==> src/rtl/irq_pkg.sv <==
`default_nettype none
// ============================================================================
// Module      : irq_pkg
// Description : Shared types and defaults for the pending-interrupt arbiter.
// Revision    : 1.0 - initial release
// ============================================================================
package irq_pkg;

    localparam int N_SRC_DEF = 4;
    localparam int IDX_W_DEF = $clog2(N_SRC_DEF);

    typedef logic [N_SRC_DEF-1:0] src_vec_t;
    typedef logic [IDX_W_DEF-1:0] src_idx_t;

    typedef enum logic [0:0] {
        IDLE    = 1'b0,
        PRESENT = 1'b1
    } arb_state_e;

endpackage
`default_nettype wire

==> src/rtl/lowest_set_enc.sv <==
`default_nettype none
// ============================================================================
// Module      : lowest_set_enc
// Description : Lowest-index set-bit encoder; all-zero input yields index 0.
// Revision    : 1.0 - initial release
// ============================================================================
module lowest_set_enc
    import irq_pkg::*;
#(
    parameter int N_SRC = N_SRC_DEF,
    localparam int IDX_W = $clog2(N_SRC)
) (
    input  logic [N_SRC-1:0] in_vec,
    output logic [IDX_W-1:0] sel,
    output logic             any_set
);

    // Scan from the top down so the lowest set bit is the last one written.
    always_comb begin
        sel     = '0;
        any_set = |in_vec;
        for (int i = N_SRC - 1; i >= 0; i--) begin
            if (in_vec[i]) begin
                sel = IDX_W'(i);
            end
        end
    end

endmodule
`default_nettype wire

==> src/rtl/irq_pend_arbiter.sv <==
`default_nettype none
// ============================================================================
// Module      : irq_pend_arbiter
// Description : Sticky pending-event capture, per-source mask and
//               lowest-index selection presented on a valid/ready port.
//               Optional macro IRQ_PEND_OVERFLOW_EN adds ovf / ovf_clr.
// Revision    : 1.0 - initial release
// ============================================================================
module irq_pend_arbiter
    import irq_pkg::*;
#(
    parameter int N_SRC = N_SRC_DEF,
    localparam int IDX_W = $clog2(N_SRC)
) (
    input  logic             clk,
    input  logic             reset,
    input  logic [N_SRC-1:0] req,
    input  logic             mask_wr,
    input  logic [N_SRC-1:0] mask_wdata,
    output logic             out_valid,
    output logic [IDX_W-1:0] out_idx,
    input  logic             out_ready,
`ifdef IRQ_PEND_OVERFLOW_EN
    output logic [N_SRC-1:0] ovf,
    input  logic [N_SRC-1:0] ovf_clr,
`endif
    output logic [N_SRC-1:0] pend
);

    localparam logic [N_SRC-1:0] c_one = {{(N_SRC-1){1'b0}}, 1'b1};

    logic [N_SRC-1:0] r_req_q;
    logic [N_SRC-1:0] r_pending;
    logic [N_SRC-1:0] r_mask;
    logic [IDX_W-1:0] r_out_idx;
    arb_state_e       r_state;

    logic [N_SRC-1:0] w_rise;
    logic [N_SRC-1:0] w_clr;
    logic [N_SRC-1:0] w_eligible;
    logic [IDX_W-1:0] w_sel;
    logic             w_any;
    arb_state_e       w_state_nxt;
    logic [IDX_W-1:0] w_out_idx_nxt;

    assign w_rise     = req & ~r_req_q;
    assign w_clr      = (out_valid && out_ready) ? (c_one << r_out_idx) : '0;
    assign w_eligible = r_pending & ~r_mask;

    assign out_valid = (r_state == PRESENT);
    assign out_idx   = r_out_idx;
    assign pend      = r_pending;

    lowest_set_enc #(
        .N_SRC (N_SRC)
    ) u_enc (
        .in_vec  (w_eligible),
        .sel     (w_sel),
        .any_set (w_any)
    );

    // A new rise on the bit being served survives the clear.
    always_ff @(posedge clk) begin
        if (reset) begin
            r_req_q   <= '0;
            r_pending <= '0;
            r_mask    <= '0;
        end else begin
            r_req_q   <= req;
            r_pending <= (r_pending & ~w_clr) | w_rise;
            if (mask_wr) begin
                r_mask <= mask_wdata;
            end
        end
    end

    always_ff @(posedge clk) begin
        if (reset) begin
            r_state   <= IDLE;
            r_out_idx <= '0;
        end else begin
            r_state   <= w_state_nxt;
            r_out_idx <= w_out_idx_nxt;
        end
    end

    // Once presented, the index is held until accepted, even if masked.
    always_comb begin
        w_state_nxt   = r_state;
        w_out_idx_nxt = r_out_idx;
        case (r_state)
            IDLE: begin
                if (w_any) begin
                    w_state_nxt   = PRESENT;
                    w_out_idx_nxt = w_sel;
                end
            end
            PRESENT: begin
                if (out_ready) begin
                    w_state_nxt = IDLE;
                end
            end
            default: w_state_nxt = IDLE;
        endcase
    end

`ifdef IRQ_PEND_OVERFLOW_EN
    logic [N_SRC-1:0] r_ovf;
    logic [N_SRC-1:0] w_ovf_set;

    assign w_ovf_set = w_rise & r_pending & ~w_clr;
    assign ovf       = r_ovf;

    always_ff @(posedge clk) begin
        if (reset) begin
            r_ovf <= '0;
        end else begin
            r_ovf <= (r_ovf & ~ovf_clr) | w_ovf_set;
        end
    end
`endif

endmodule
`default_nettype wire

==> config.mk <==
export PLATFORM = sky130hd
export DESIGN_NAME = irq_pend_arbiter
export DESIGN_NICKNAME = d
export VERILOG_FILES = /design/src/rtl/irq_pkg.sv /design/src/rtl/lowest_set_enc.sv /design/src/rtl/irq_pend_arbiter.sv
export SDC_FILE = /design/constraint.sdc
export NUM_CORES = 1
export LEC_CHECK = 0
export BUFFER_PORTS_ARGS = -buffer_cell sky130_fd_sc_hd__buf_4
export CAP_MARGIN = 20
export CORE_MARGIN = 1
export CORE_UTILIZATION = 30
export DETAILED_ROUTE_END_ITERATION = 8
export HOLD_SLACK_MARGIN = 0.08
export PLACE_DENSITY = 0.64
export SYNTH_ARGS = -nofsm -noshare
export SYNTH_HDL_FRONTEND = slang
export SYNTH_SLANG_ARGS = --single-unit
export TNS_END_PERCENT = 20
==> constraint.sdc <==
create_clock -name clk -period 1 [get_ports clk]
set_input_delay 0.1 -clock clk [delete_from_list [all_inputs] [get_ports clk]]
set_output_delay 0.1 -clock clk [all_outputs]
set_load 0.01 [all_outputs]
==> metrics <==
outcome finished, violations left; failing checks negative setup slack; Final Setup Violations 2; Final WS setup -0.110 ns; initial DRC count 5; Worst-Margin Slew 0.267 ns; DR DRC count 0; Die ar. 2230 µm²; initial antenna violation count 0; GRT met1 Usage 16.4%; Post-Syn Area 613 µm²; synth top area cells dfxtp_1 49%, nor2b_1 7.1%, mux2i_1 6.5%; pin count of the biggest net entering global routing 17; CTS tree yes; Total Routing Usage GR 13.8%; Tcrit/Tclk final 111%; f_max 0.901 GHz; met3 Use GR 7.31%; reg2reg start pend[1]$_SDFF_PP0_; reg2reg setup slack -0.11 ns; Data required, critical path 1.18 ns; Critical Path AT 1.29 ns; worst IR drop on VDD 1.17 mV; Critical Path Source pend[1]$_SDFF_PP0_; total clock sinks 15; CTS max path bufs 2; CP max stage delay 0.33 ns; unrepaired setup endpoints after global routing yes; first-pass GRT wire length 2090 µm; crit-path cells nor2b_4 -> nor2_2 -> a31oi_2 -> mux2_4; fill cell count 187; Worst Path Class, Setup flip-flop to flip-flop; vias in the first global route 503; GP Congestion 0.741; Critical Path Sink out_idx[0]$_SDFFE_PP0P_; finished layout cell area 992 µm²; area grow syn2layout 61.8%; relative slew slack 82.0%; Total Neg Setup Slack -0.142 ns; total power draw 1.34 mW; Switch Pwr 0.349 mW; Leak Pwr 0.440 nW; maxcap violations 0; most frequent cells in the layout 22 x buf_4, 9 x nor2_1, 9 x dlygate4sd3_1; Clock Tree Root clkbuf_4; Final ANT Viol Nets 0; Die Ht 47.2 µm; # placed instances 113; share of cells above drive strength 1 45.5%; Vias 545; I/O Pins 19; Syn Inst Count 64; FF-to-FF path depth 4; Tmin final 1.11 ns; Pwr per Cell Area 1350 nW/µm²; Yosys top cell area share 49.0%; met2 GRT Util 21.9%; Finished Core Util 54.5%; CTS clk-pin slew, worst paths 0.09 ns; total internal power 0.995 mW; DIE WIDTH 47.2 µm; placement row count 15; antenna diode count 0; First-pass DRT Iterations 4; clock skew 0.00745 ns; DP HPWL 922 µm; DP Area 836 µm²; Crit. End Element flip-flop; H-tree depth 1; starting density of the core 33.7%; Mean Syn Cell Area 9.58 µm²; Distinct cells, synth 22; #FFs+latches synth 15; Congestion Overflow GR 0; commonest non-fill, non-tap cell in the layout buf_4; area leader, netlist dfxtp_1; Routed wire per std cell 10.5 µm; port bufs 18; Ys Warns 0; Post-Route WL 1330 µm; Combinational Power Share 23.5%; fin cells 126; Hold Crit Class primary input to flip-flop; layer with the highest usage met2; drt via density 4.33; Crit Reg-Reg Endpoint out_idx[0]$_SDFFE_PP0P_; clock power share 25.1%; Slew Limit Fails 0; crit start category flip-flop; Syn Nets 76; Seq/Total Area, Yosys 49.0%; area of the core 1820 µm²; Flop pwr share 51.3%; worst-skew pair later-pin latency 0.28 ns; crit path max fanout 3; Hold Violations, Final 0; NumNets Final 114; cts bufs inserted 3; Crit-path slowest cell dfxtp_2; fraction of power spent switching nets 26.0%
==> how the worst min path moves through the flow <==
stage / from / end / slack [ns] / cells past startpoint
floorplan: reset / r_req_q[0]$_SDFF_PP0_ / 0.17 / 1
global placement: req[1] / r_req_q[1]$_SDFF_PP0_ / 0.32 / 2
detailed placement: req[3] / r_req_q[3]$_SDFF_PP0_ / 0.33 / 2
CTS: reset / pend[0]$_SDFF_PP0_ / 0.09 / 2
global route: mask_wr / r_mask[2]$_SDFFE_PP0P_ / 0.12 / 3
finish: mask_wr / r_mask[1]$_SDFFE_PP0P_ / 0.11 / 3
==> synthesized netlist by cell type <==
| library cell | instances |
|---|---|
| dfxtp_1 | 15 |
| nor2_1 | 9 |
| nor2b_1 | 7 |
| a21oi_1 | 5 |
| mux2i_1 | 4 |
| nand2b_1 | 3 |
| a31oi_1 | 2 |
| buf_2 | 2 |
| nand2_1 | 2 |
| nor2b_4 | 2 |
| nor3_1 | 2 |
| clkbuf_1 | 1 |
| inv_1 | 1 |
| mux2_4 | 1 |
| nand2b_4 | 1 |
| nand3_1 | 1 |
| nand4_1 | 1 |
| nand4b_1 | 1 |
| nor2_2 | 1 |
| o21ai_1 | 1 |
| o31ai_1 | 1 |
| o41ai_1 | 1 |
==> critical path: cells and delay by family (launching register included) <==
kind / cells / cell delay, ns
DFF: 1 / 0.33
AOI/OAI and AO/OA: 1 / 0.14
muxes: 1 / 0.31
and+or+nand+nor: 2 / 0.22
==> repair_timing <==
action,4_1_cts,5_1_grt
setup buffers,0,0
gates resized for setup,3,11
endpoints found under the hold margin,10,1
hold buffers,8,1
setup endpoints to repair,6,10
==> per-layer routing <==
metal  up-vias  wire length (µm)
met5         -                 0
met4         0                 0
met3         0                63
met2        14               654
met1       240               612
li1        291                 -
==> final cells by class <==
type | count | area (µm²) | share of cell area [%]
clock inverter | 1 | 5.00 | 0.504
tap | 25 | 31.3 | 3.15
multi-input combinational | 45 | 305 | 30.8
inverter | 1 | 3.75 | 0.378
timing repair buffer | 36 | 312 | 31.4
sequential | 15 | 313 | 31.5
clock buffer | 3 | 22.5 | 2.27
==> power groups by stage <==
stage	Clock [mW]	Sequential [mW]	Combinational, mW
final	0.338	0.690	0.316
after detailed placement	0	0.698	0.268
after global placement	0	0.696	0.265
after floorplan	0	0.700	0.128
after CTS	0.357	0.687	0.294
after global routing	0.402	0.697	0.345
==> metrics by stage <==
step	setup slack (ns)	hold WS, ns
2_1_floorplan	-0.131	0.172
3_3_place_gp	-0.0989	0.322
3_5_place_dp	-0.133	0.327
4_1_cts	-0.144	0.0857
5_1_grt	-0.154	0.115
6_report	-0.110	0.113
==> flip-flops by register name, indices dropped and copies added (netlist names) <==
| signal | count |
|---|---|
| out_valid | 1 |
| pend | 4 |
| r_req_q | 4 |
| out_idx | 2 |
| r_mask | 4 |
==> logic make-up after synthesis <==
group                  Yosys count  synth area share, %
AND/OR/NAND/NOR                 30                 29.6
buffers and inverters            4                 2.86
AO/OA/AOI/OAI                   10                 9.59
multiplexers                     5                 8.98
flip-flops                      15                 49.0
(Power assumes the default switching activity.)
